<file path="src/rtl/train_led_pkg.sv">
// train_led_pkg: shared defaults and receiver state for the LED chain node
package train_led_pkg;
  localparam int NCH_DEF = 3;
  localparam int PWM_W_DEF = 4;
  localparam int BIT_T_DEF = 12;
  localparam int SAMPLE_T_DEF = 6;
  localparam int IDLE_T_DEF = 96;
  typedef enum logic {RECV, FWD} state_t;
endpackage

</file>
<file path="src/rtl/train_led_pwm_ch.sv">
// train_led_pwm_ch: one PWM channel, duty register plus registered comparator
module train_led_pwm_ch import train_led_pkg::*; #(
  parameter int PWM_W = PWM_W_DEF
) (
  input  logic             clk,
  input  logic             rst,
  input  logic             load_i,
  input  logic [PWM_W-1:0] duty_i,
  input  logic [PWM_W-1:0] cnt_i,
  output logic             led_o
);
  logic [PWM_W-1:0] duty_q;
  logic led_q;
  always_ff @(posedge clk or posedge rst)
    if (rst) begin
      duty_q <= '0;
      led_q <= 1'b0;
    end else begin
      if (load_i) duty_q <= duty_i;
      led_q <= duty_q == '1 || cnt_i < duty_q;
    end
  assign led_o = led_q;
endmodule

</file>
<file path="src/rtl/train_led_chain.sv">
// train_led_chain: self-timed serial LED chain node, keeps the first frame and forwards the rest
module train_led_chain import train_led_pkg::*; #(
  parameter int NCH = NCH_DEF,
  parameter int PWM_W = PWM_W_DEF,
  parameter int BIT_T = BIT_T_DEF,
  parameter int SAMPLE_T = SAMPLE_T_DEF,
  parameter int IDLE_T = IDLE_T_DEF
) (
  input  logic           clk,
  input  logic           rst,
  input  logic           din,
  output logic           dout,
  output logic [NCH-1:0] led,
  output logic           frame_done,
  output logic           frame_err
);
  localparam int NBITS = NCH * PWM_W;
  localparam int FW = $clog2(BIT_T);
  localparam int IW = $clog2(IDLE_T + 1);
  localparam int BW = $clog2(NBITS + 1);
  logic [1:0] sync_q;
  logic din_s, sample, frame_end, fe_ok, fe_bad, load;
  logic [FW-1:0] fc_q, fc_d;
  logic [IW-1:0] idle_q, idle_d;
  logic [BW-1:0] bc_q, bc_d;
  logic [NBITS-1:0] shift_q, shift_d, shadow_q, shadow_d;
  logic [PWM_W-1:0] cnt_q;
  logic pend_q, pend_d, dout_q, dout_d, done_q, err_q;
  state_t state_q, state_d;
  assign din_s = sync_q[1];
  always_comb begin
    fc_d = fc_q == '0 ? FW'(din_s) : fc_q != FW'(BIT_T - 1) ? fc_q + 1'b1 : din_s ? fc_q : '0;
    idle_d = fc_q != '0 ? '0 : idle_q == IW'(IDLE_T) ? idle_q : idle_q + 1'b1;
    sample = fc_q == FW'(SAMPLE_T);
    frame_end = fc_q == '0 && idle_q == IW'(IDLE_T - 1);
    fe_ok = frame_end && bc_q == BW'(NBITS);
    fe_bad = frame_end && bc_q != '0 && bc_q != BW'(NBITS);
    load = cnt_q == '1 && pend_q;
    pend_d = fe_ok | (pend_q & ~load);
    shadow_d = fe_ok ? shift_q : shadow_q;
    state_d = state_q;
    shift_d = shift_q;
    bc_d = bc_q;
    dout_d = 1'b0;
    if (frame_end) begin
      state_d = RECV;
      shift_d = '0;
      bc_d = '0;
    end else if (state_q == RECV) begin
      if (sample) begin
        shift_d = {shift_q[NBITS-2:0], din_s};
        bc_d = bc_q + 1'b1;
        if (bc_q == BW'(NBITS - 1)) state_d = FWD;
      end
    end else begin
      // regenerated cell: rise at 1, data at SAMPLE_T, forced low at BIT_T-2
      dout_d = fc_q == FW'(1) ? 1'b1 : sample ? din_s : fc_q == FW'(BIT_T - 2) ? 1'b0 : dout_q;
    end
  end
  always_ff @(posedge clk or posedge rst)
    if (rst) begin
      sync_q <= '0;
      fc_q <= '0;
      idle_q <= '0;
      bc_q <= '0;
      shift_q <= '0;
      shadow_q <= '0;
      cnt_q <= '0;
      pend_q <= 1'b0;
      dout_q <= 1'b0;
      done_q <= 1'b0;
      err_q <= 1'b0;
      state_q <= RECV;
    end else begin
      sync_q <= {sync_q[0], din};
      fc_q <= fc_d;
      idle_q <= idle_d;
      bc_q <= bc_d;
      shift_q <= shift_d;
      shadow_q <= shadow_d;
      cnt_q <= cnt_q + 1'b1;
      pend_q <= pend_d;
      dout_q <= dout_d;
      done_q <= fe_ok;
      err_q <= fe_bad;
      state_q <= state_d;
    end
  for (genvar i = 0; i < NCH; i++) begin : g_ch
    train_led_pwm_ch #(.PWM_W(PWM_W)) u_ch (
      .clk(clk),
      .rst(rst),
      .load_i(load),
      .duty_i(shadow_q[i*PWM_W +: PWM_W]),
      .cnt_i(cnt_q),
      .led_o(led[i])
    );
  end
  assign dout = dout_q;
  assign frame_done = done_q;
  assign frame_err = err_q;
endmodule

</file>
<file path="config.mk">
export PLATFORM = sky130hd
export DESIGN_NAME = train_led_chain
export DESIGN_NICKNAME = d
export VERILOG_FILES = /design/src/rtl/train_led_pkg.sv /design/src/rtl/train_led_pwm_ch.sv /design/src/rtl/train_led_chain.sv
export SDC_FILE = /design/constraint.sdc
export NUM_CORES = 1
export LEC_CHECK = 0
export BUFFER_PORTS_ARGS = -buffer_cell sky130_fd_sc_hd__buf_2
export CAP_MARGIN = 20
export CORE_MARGIN = 2
export CORE_UTILIZATION = 64
export DETAILED_ROUTE_END_ITERATION = 8
export PLACE_DENSITY_LB_ADDON = 0.08
export SLEW_MARGIN = 20
export SYNTH_ARGS = -nofsm -noshare
export SYNTH_HDL_FRONTEND = slang
export SYNTH_SLANG_ARGS = --single-unit
</file>
<file path="constraint.sdc">
create_clock -name clk -period 3.7 [get_ports clk]
set_clock_uncertainty 0.1 [all_clocks]
set_input_delay 0.74 -clock clk [delete_from_list [all_inputs] [get_ports clk]]
set_output_delay 0.74 -clock clk [all_outputs]
set_load 0.05 [all_outputs]
</file>
==> summary.txt, run 1 <==
Yosys warning count -> 0
Critical path origin -> fc_q[0]
Slew HR -> 0.4921
Reg2reg start -> fc_q[0]
Post-Synth Adder-Cell Area -> 0.07347
Vias in the first global route -> 1981
Leakage -> 1.605 nW
Actual slew at the worst max-slew pin -> 760.8 ps
Vias/cell -> 5.643
Core Util, Final -> 0.7128
Fin crit share -> 0.6977
Inserted Clock Buffers -> 9
R2r worst-path depth -> 7
Layout Nets -> 301
Die area -> 0.005360 mm²
FP Rows -> 25
Startpoint class of the critical path -> flop
Max Freq -> 387.4 MHz
Synth Area in Compound Gates -> 0.08041
Crit path DAT -> 2690 ps
Period minus WS final -> 2581 ps
Gr usage total -> 0.2124
Mapped Cells -> 269
Ant. Diodes -> 0
Synth Area in Simple Gates -> 0.1355
Pin count of the biggest net entering global routing -> 39
Initial Util -> 0.6577
Post-synthesis async set-or-reset flop share -> 1.000
First-pass GRT wire length -> 8631 µm
Yosys reg bits -> 65
Worst Setup End Kind -> flop
Gpl congestion -> 0.7624
CP Data Required Time -> 3810 ps
Synth unique cells -> 43
Post-CTS setup buffers -> 0
Main flop type after synthesis -> dfrtp_1
Largest family of logic cells by synthesized area -> simple AND/OR/NAND/NOR gates
Setup ws final -> 1119 ps
PwrDens -> 522.3 mW/mm²
Largest buffer count on any clock path -> 2
Overflow left after global routing -> 0
Synthesized cell area -> 0.003065 mm²
DRT antenna net count -> 0
Status -> finished, final reports clean
Worst skew pair latency -> 330 ps
Worst-path clk slew -> 60 ps
Min-delay src -> sync_q[0]
PortBufs -> 8
Drc violations -> 0
DRT Pass-1 Iters -> 4
Max Cap Viol -> 0
Root buf cell -> clkbuf_8
Worst VDD drop -> 0.0005104 V
# IOs -> 9
Final setup vio count -> 0
FF-to-FF End -> shadow_q[11]
CTS H-tree lvls -> 3
Die X -> 73.21 µm
Chip height -> 73.21 µm
Final WL -> 4735 µm
Post-synthesis sequential area ratio -> 0.5306
Initial antenna violation count -> 0
DP HPWL -> 3259 µm
Syn Nets -> 290
Crit path to -> shadow_q[11]
Critical path class -> reg2reg
Crit-path max FO -> 13
Final hold violations -> 0
CTS tree -> done
RSZ-0062 raised after global routing -> no
Clk sinks -> 65
DRT iter0 DRCs -> 99
Routed WL per cell -> 13.97 µm
Fin Setup TNS -> 0 ps
Layout cell share with drive strength beyond 1 -> 0.2035
P&R area growth vs syn -> 8.367%
Setup WS pre-CTS -> 1142 ps
Mapped Avg Cell Area -> 11.40 µm²
Hold Crit Class -> reg2reg
Post-CTS Resized -> 0
Post-synth EDFFs -> 0
Vias -> 1913
Core ar. -> 0.004661 mm²
Flop2flop setup slack -> 1120 ps
Fill cell count -> 343
Final Slew Violations -> 0
Cts hold-fix bufs -> 0
Synth Area in XOR/XNOR -> 0.02571
Mux contribution to synthesized area -> 0.1024
-- through the flow --
stage                     total power, mW  instance area, µm²  hold slack, ps  instances
after CTS                           1.746                3322           259.0        339
after global routing                1.842                3322           266.4        339
after detailed placement            1.184                3129           238.1        323
after global placement              1.176                3129           234.6        323
final                               1.735                3322           256.3        339
after floorplan                     1.129                3065           231.2        269
-- sequential cells by signal, summed over array words and instances (netlist names) --
name / flops
idle_q: 7
fc_q: 4
bc_q: 4
shadow_q: 12
cnt_q: 4
frame_done: 1
shift_q: 12
frame_err: 1
dout: 1
g_ch.u_ch.duty_q: 12
sync_q: 2
pend_q: 1
state_q: 1
g_ch.u_ch.led_o: 3
-- Yosys cell counts (all sizes together), types with 2 or more instances --
| library cell | count | area, µm² |
|---|---|---|
| or3 | 2 | 12.51 |
| mux2 | 24 | 304.0 |
| a21oi | 16 | 80.08 |
| nand4b | 2 | 17.52 |
| xor2 | 4 | 35.03 |
| inv | 21 | 78.83 |
| nand2 | 34 | 127.6 |
| nor2 | 12 | 45.04 |
| a21o | 4 | 31.28 |
| a21boi | 4 | 30.03 |
| nor4b | 3 | 41.29 |
| clkbuf | 4 | 15.01 |
| xnor2 | 5 | 43.79 |
| nand4 | 6 | 37.54 |
| o21ai | 12 | 60.06 |
| ha | 18 | 225.2 |
| or3b | 2 | 17.52 |
| nand3 | 6 | 30.03 |
| dfrtp | 65 | 1627 |
| nand2b | 3 | 26.27 |
| buf | 8 | 65.05 |
-- cell usage in the layout (no fill, tap or decap), types with 5 or more instances in the layout --
cell type  count
dfrtp_1       65
nand2_1       34
inv_1         20
ha_1          18
a21oi_1       16
mux2_2        15
clkbuf_8      13
nor2_1        12
o21ai_0       12
mux2_4         9
buf_2          8
nand4_1        6
nand3_1        6
xnor2_1        5
-- cell families after synthesis --
kind of cell	Yosys count
and+or+nand+nor	77
DFF	65
buffers and inverters	33
AOI/OAI and AO/OA	42
xor gates and xnor gates	9
muxes	25
adders and majority gates	18
-- routing by layer --
metal,share of wire,routed length (µm),track usage
met2,0.46,2195,0.3383
met4,0.027,127,0.1111
met1,0.48,2293,0.2748
met3,0.025,118,0.04282
met5,0,0,0
-- final cells by class --
| class | instances | area [µm²] | share of cell area |
|---|---|---|---|
| Clock inverter | 2 | 10.01 | 0.003013 |
| Inverter | 21 | 78.83 | 0.02373 |
| Timing Repair Buffer | 12 | 70.07 | 0.02109 |
| Tap cell | 54 | 67.56 | 0.02034 |
| Clock buffer | 14 | 182.7 | 0.05499 |
| Sequential cell | 65 | 1627 | 0.4896 |
| Multi-Input combinational cell | 171 | 1286 | 0.3872 |
-- how the worst min path moves through the flow --
stage,slack [ps],cells after the start,end
6_report,260,0,sync_q[1]
5_1_grt,270,0,sync_q[1]
4_1_cts,260,0,sync_q[1]
3_5_place_dp,240,0,sync_q[1]
3_3_place_gp,230,0,sync_q[1]
2_1_floorplan,230,0,sync_q[1]
-- critical path: stages (launching register included) --
cell      delay [ps]
dfrtp_1          460
inv_1            110
ha_1             210
or3b_1           490
nand2b_4         210
nor4b_4          240
buf_4            290
mux2_2           360
-- power breakdown --
part	internal, mW	switching, mW	total [mW]	leakage, nW
Sequential	0.786	0.0940	0.880	0.886
Combinational	0.129	0.164	0.293	0.617
Clock	0.315	0.248	0.563	0.102
Total	1.23	0.506	1.74	1.61
(Power assumes the default switching activity.)
==> run 2, diff against run 1 <==
Settings changed: CORE_UTILIZATION 64 to 61.
Clock period 3.7 ns to 2.7 ns, I/O delays scaled along.
==> run 2 against run 1 <==
Design area is 1.6% higher. Register-to-register slack got worse by 860 ps. First-iteration DRC count up 22%. Count of clock-buffer cells in the layout is 2 lower. Via count fell by 2.2%. Global-route usage is 1.5 points lower. Maximum frequency rose by 5.7%. Cell count is 4.4% higher. Routed wire length down 0.87%. Combinational power is 50% higher. Critical path depth did not move.
==> summary.txt, run 2 (synthesis results as in run 1) <==
Status -> finished, final reports clean
Chip height -> 74.89 µm (+2.3%)
R2r worst-path depth -> 7 (unchanged)
Inserted Clock Buffers -> 9 (unchanged)
Initial antenna violation count -> 0 (unchanged)
Fin Setup TNS -> 0 ps (unchanged)
Worst-path clk slew -> 70 ps (about the same)
Routed WL per cell -> 13.26 µm (-5.1%)
Startpoint class of the critical path -> flop
DRT antenna net count -> 0 (unchanged)
Core ar. -> 0.004786 mm² (+2.7%)
Initial Util -> 0.6405 (-0.01720)
Fin crit share -> 0.9049 (+0.2072)
Layout Nets -> 304 (+1.0%)
Die X -> 74.89 µm (+2.3%)
Layout cell share with drive strength beyond 1 -> 0.2091 (+0.005550)
Ant. Diodes -> 0 (unchanged)
Final WL -> 4694 µm (-0.87%)
Core Util, Final -> 0.7054 (-0.007393)
P&R area growth vs syn -> 10.12%
Critical path class -> reg2reg
Final setup vio count -> 0 (unchanged)
Slew HR -> 0.5856 (+0.09353)
Setup WS pre-CTS -> 237.6 ps (-904.0 ps)
Cts hold-fix bufs -> 0 (unchanged)
Top flop regs -> g_ch.u_ch.duty_q (12), shadow_q (12), shift_q (12)
Clk sinks -> 65 (unchanged)
Vias -> 1871 (-2.2%)
DP HPWL -> 3286 µm (+0.81%)
Setup ws final -> 256.8 ps (-861.8 ps)
CTS H-tree lvls -> 3 (unchanged)
Post-CTS setup buffers -> 0 (unchanged)
DRT iter0 DRCs -> 121 (+22%)
Max Freq -> 409.3 MHz (+5.7%)
Hold Crit Class -> in2async
Leakage -> 1.624 nW (+1.2%)
Gr usage total -> 0.1971 (-0.01526)
Worst VDD drop -> 0.0005514 V (+8.0%)
Gpl congestion -> 0.7892 (+3.5%)
Drc violations -> 0 (unchanged)
Vias/cell -> 5.285 (-6.3%)
RSZ-0062 raised after global routing -> no
Largest buffer count on any clock path -> 2 (unchanged)
Post-CTS Resized -> 0 (unchanged)
Commonest non-fill, non-tap cell in the layout -> dfrtp_1
DRT Pass-1 Iters -> 4 (unchanged)
First-pass GRT wire length -> 8128 µm (-5.8%)
CTS tree -> done
PwrDens -> 721.0 mW/mm² (+38%)
Vias in the first global route -> 1787 (-9.8%)
Crit path DAT -> 2560 ps (-130 ps)
Worst skew pair latency -> 330 ps (about the same)
Crit-path max FO -> 13 (unchanged)
Most frequent cells in the layout -> 65 x dfrtp_1, 34 x nand2_1, 20 x inv_1
Worst Setup End Kind -> flop
Root buf cell -> clkbuf_8
Final Slew Violations -> 0 (unchanged)
PortBufs -> 8 (unchanged)
Final hold violations -> 0 (unchanged)
Pin count of the biggest net entering global routing -> 66 (+69%)
Period minus WS final -> 2443 ps (-138.2 ps)
# IOs -> 9 (unchanged)
Overflow left after global routing -> 0 (unchanged)
Max Cap Viol -> 0 (unchanged)
FP Rows -> 25 (unchanged)
Actual slew at the worst max-slew pin -> 612.8 ps (-148.0 ps)
Die area -> 0.005609 mm² (+4.6%)
CP Data Required Time -> 2820 ps (-990 ps)
run 2: cell count changes in the layout (fill, tap and decap cells not counted):
cell	previous run	this run
buf_12	0	1
buf_4	4	6
bufinv_16	0	1
clkbuf_8	13	11
run 2: routing by layer:
metal / track usage / share of wire / up-vias / wire, µm
met2: 0.3109 / 0.48 / 17 / 2258
met1: 0.2545 / 0.48 / 905 / 2241
met5: 0 / 0 / - / 0
li1: - / - / 941 / -
met3: 0.05756 / 0.027 / 8 / 125
met4: 0.08730 / 0.015 / 0 / 69
run 2: layout make-up:
cell class	count	area (µm²)
Clock buffer	12	155.1
Sequential cell	65	1627
Tap cell	67	83.83
Fill cell	364	1410
Multi-Input combinational cell	171	1286
Inverter	21	78.83
Clock inverter	3	40.04
Timing Repair Buffer	15	105.1
run 2: report_power, final:
group	switching (mW)	internal [mW]	total, mW
Clock	0.339	0.469	0.808
Combinational	0.244	0.195	0.439
Sequential	0.110	1.08	1.19
run 2: worst paths after layout:
check                                from     endpoint  slack [ps]
worst min register to register  sync_q[0]    sync_q[1]         250
worst max register to register    fc_q[0]  shadow_q[3]         260
max in group asynchronous             rst   frame_done        2060
worst max-delay path              fc_q[0]  shadow_q[3]         260
min in group clk                      din    sync_q[0]         220
worst min-delay path                  rst      state_q         160
run 2: metrics by stage:
| stage | area [µm²] | total power, mW | cells | hold slack (ps) |
|---|---|---|---|---|
| after detailed placement | 3181 | 1.649 | 339 | 240.3 |
| after global routing | 3376 | 2.586 | 354 | 188.7 |
| final | 3376 | 2.434 | 354 | 164.6 |
| after global placement | 3181 | 1.634 | 339 | 232.7 |
| after CTS | 3376 | 2.463 | 354 | 171.5 |
| after floorplan | 3065 | 1.547 | 269 | 231.2 |
run 2: worst max-delay path, cell delays in order, from the launching register on:
cell	delay, ps
dfrtp_1	450
inv_1	110
ha_1	200
or3b_1	400
nand2b_4	180
nor4b_4	250
buf_4	270
mux2_2	360
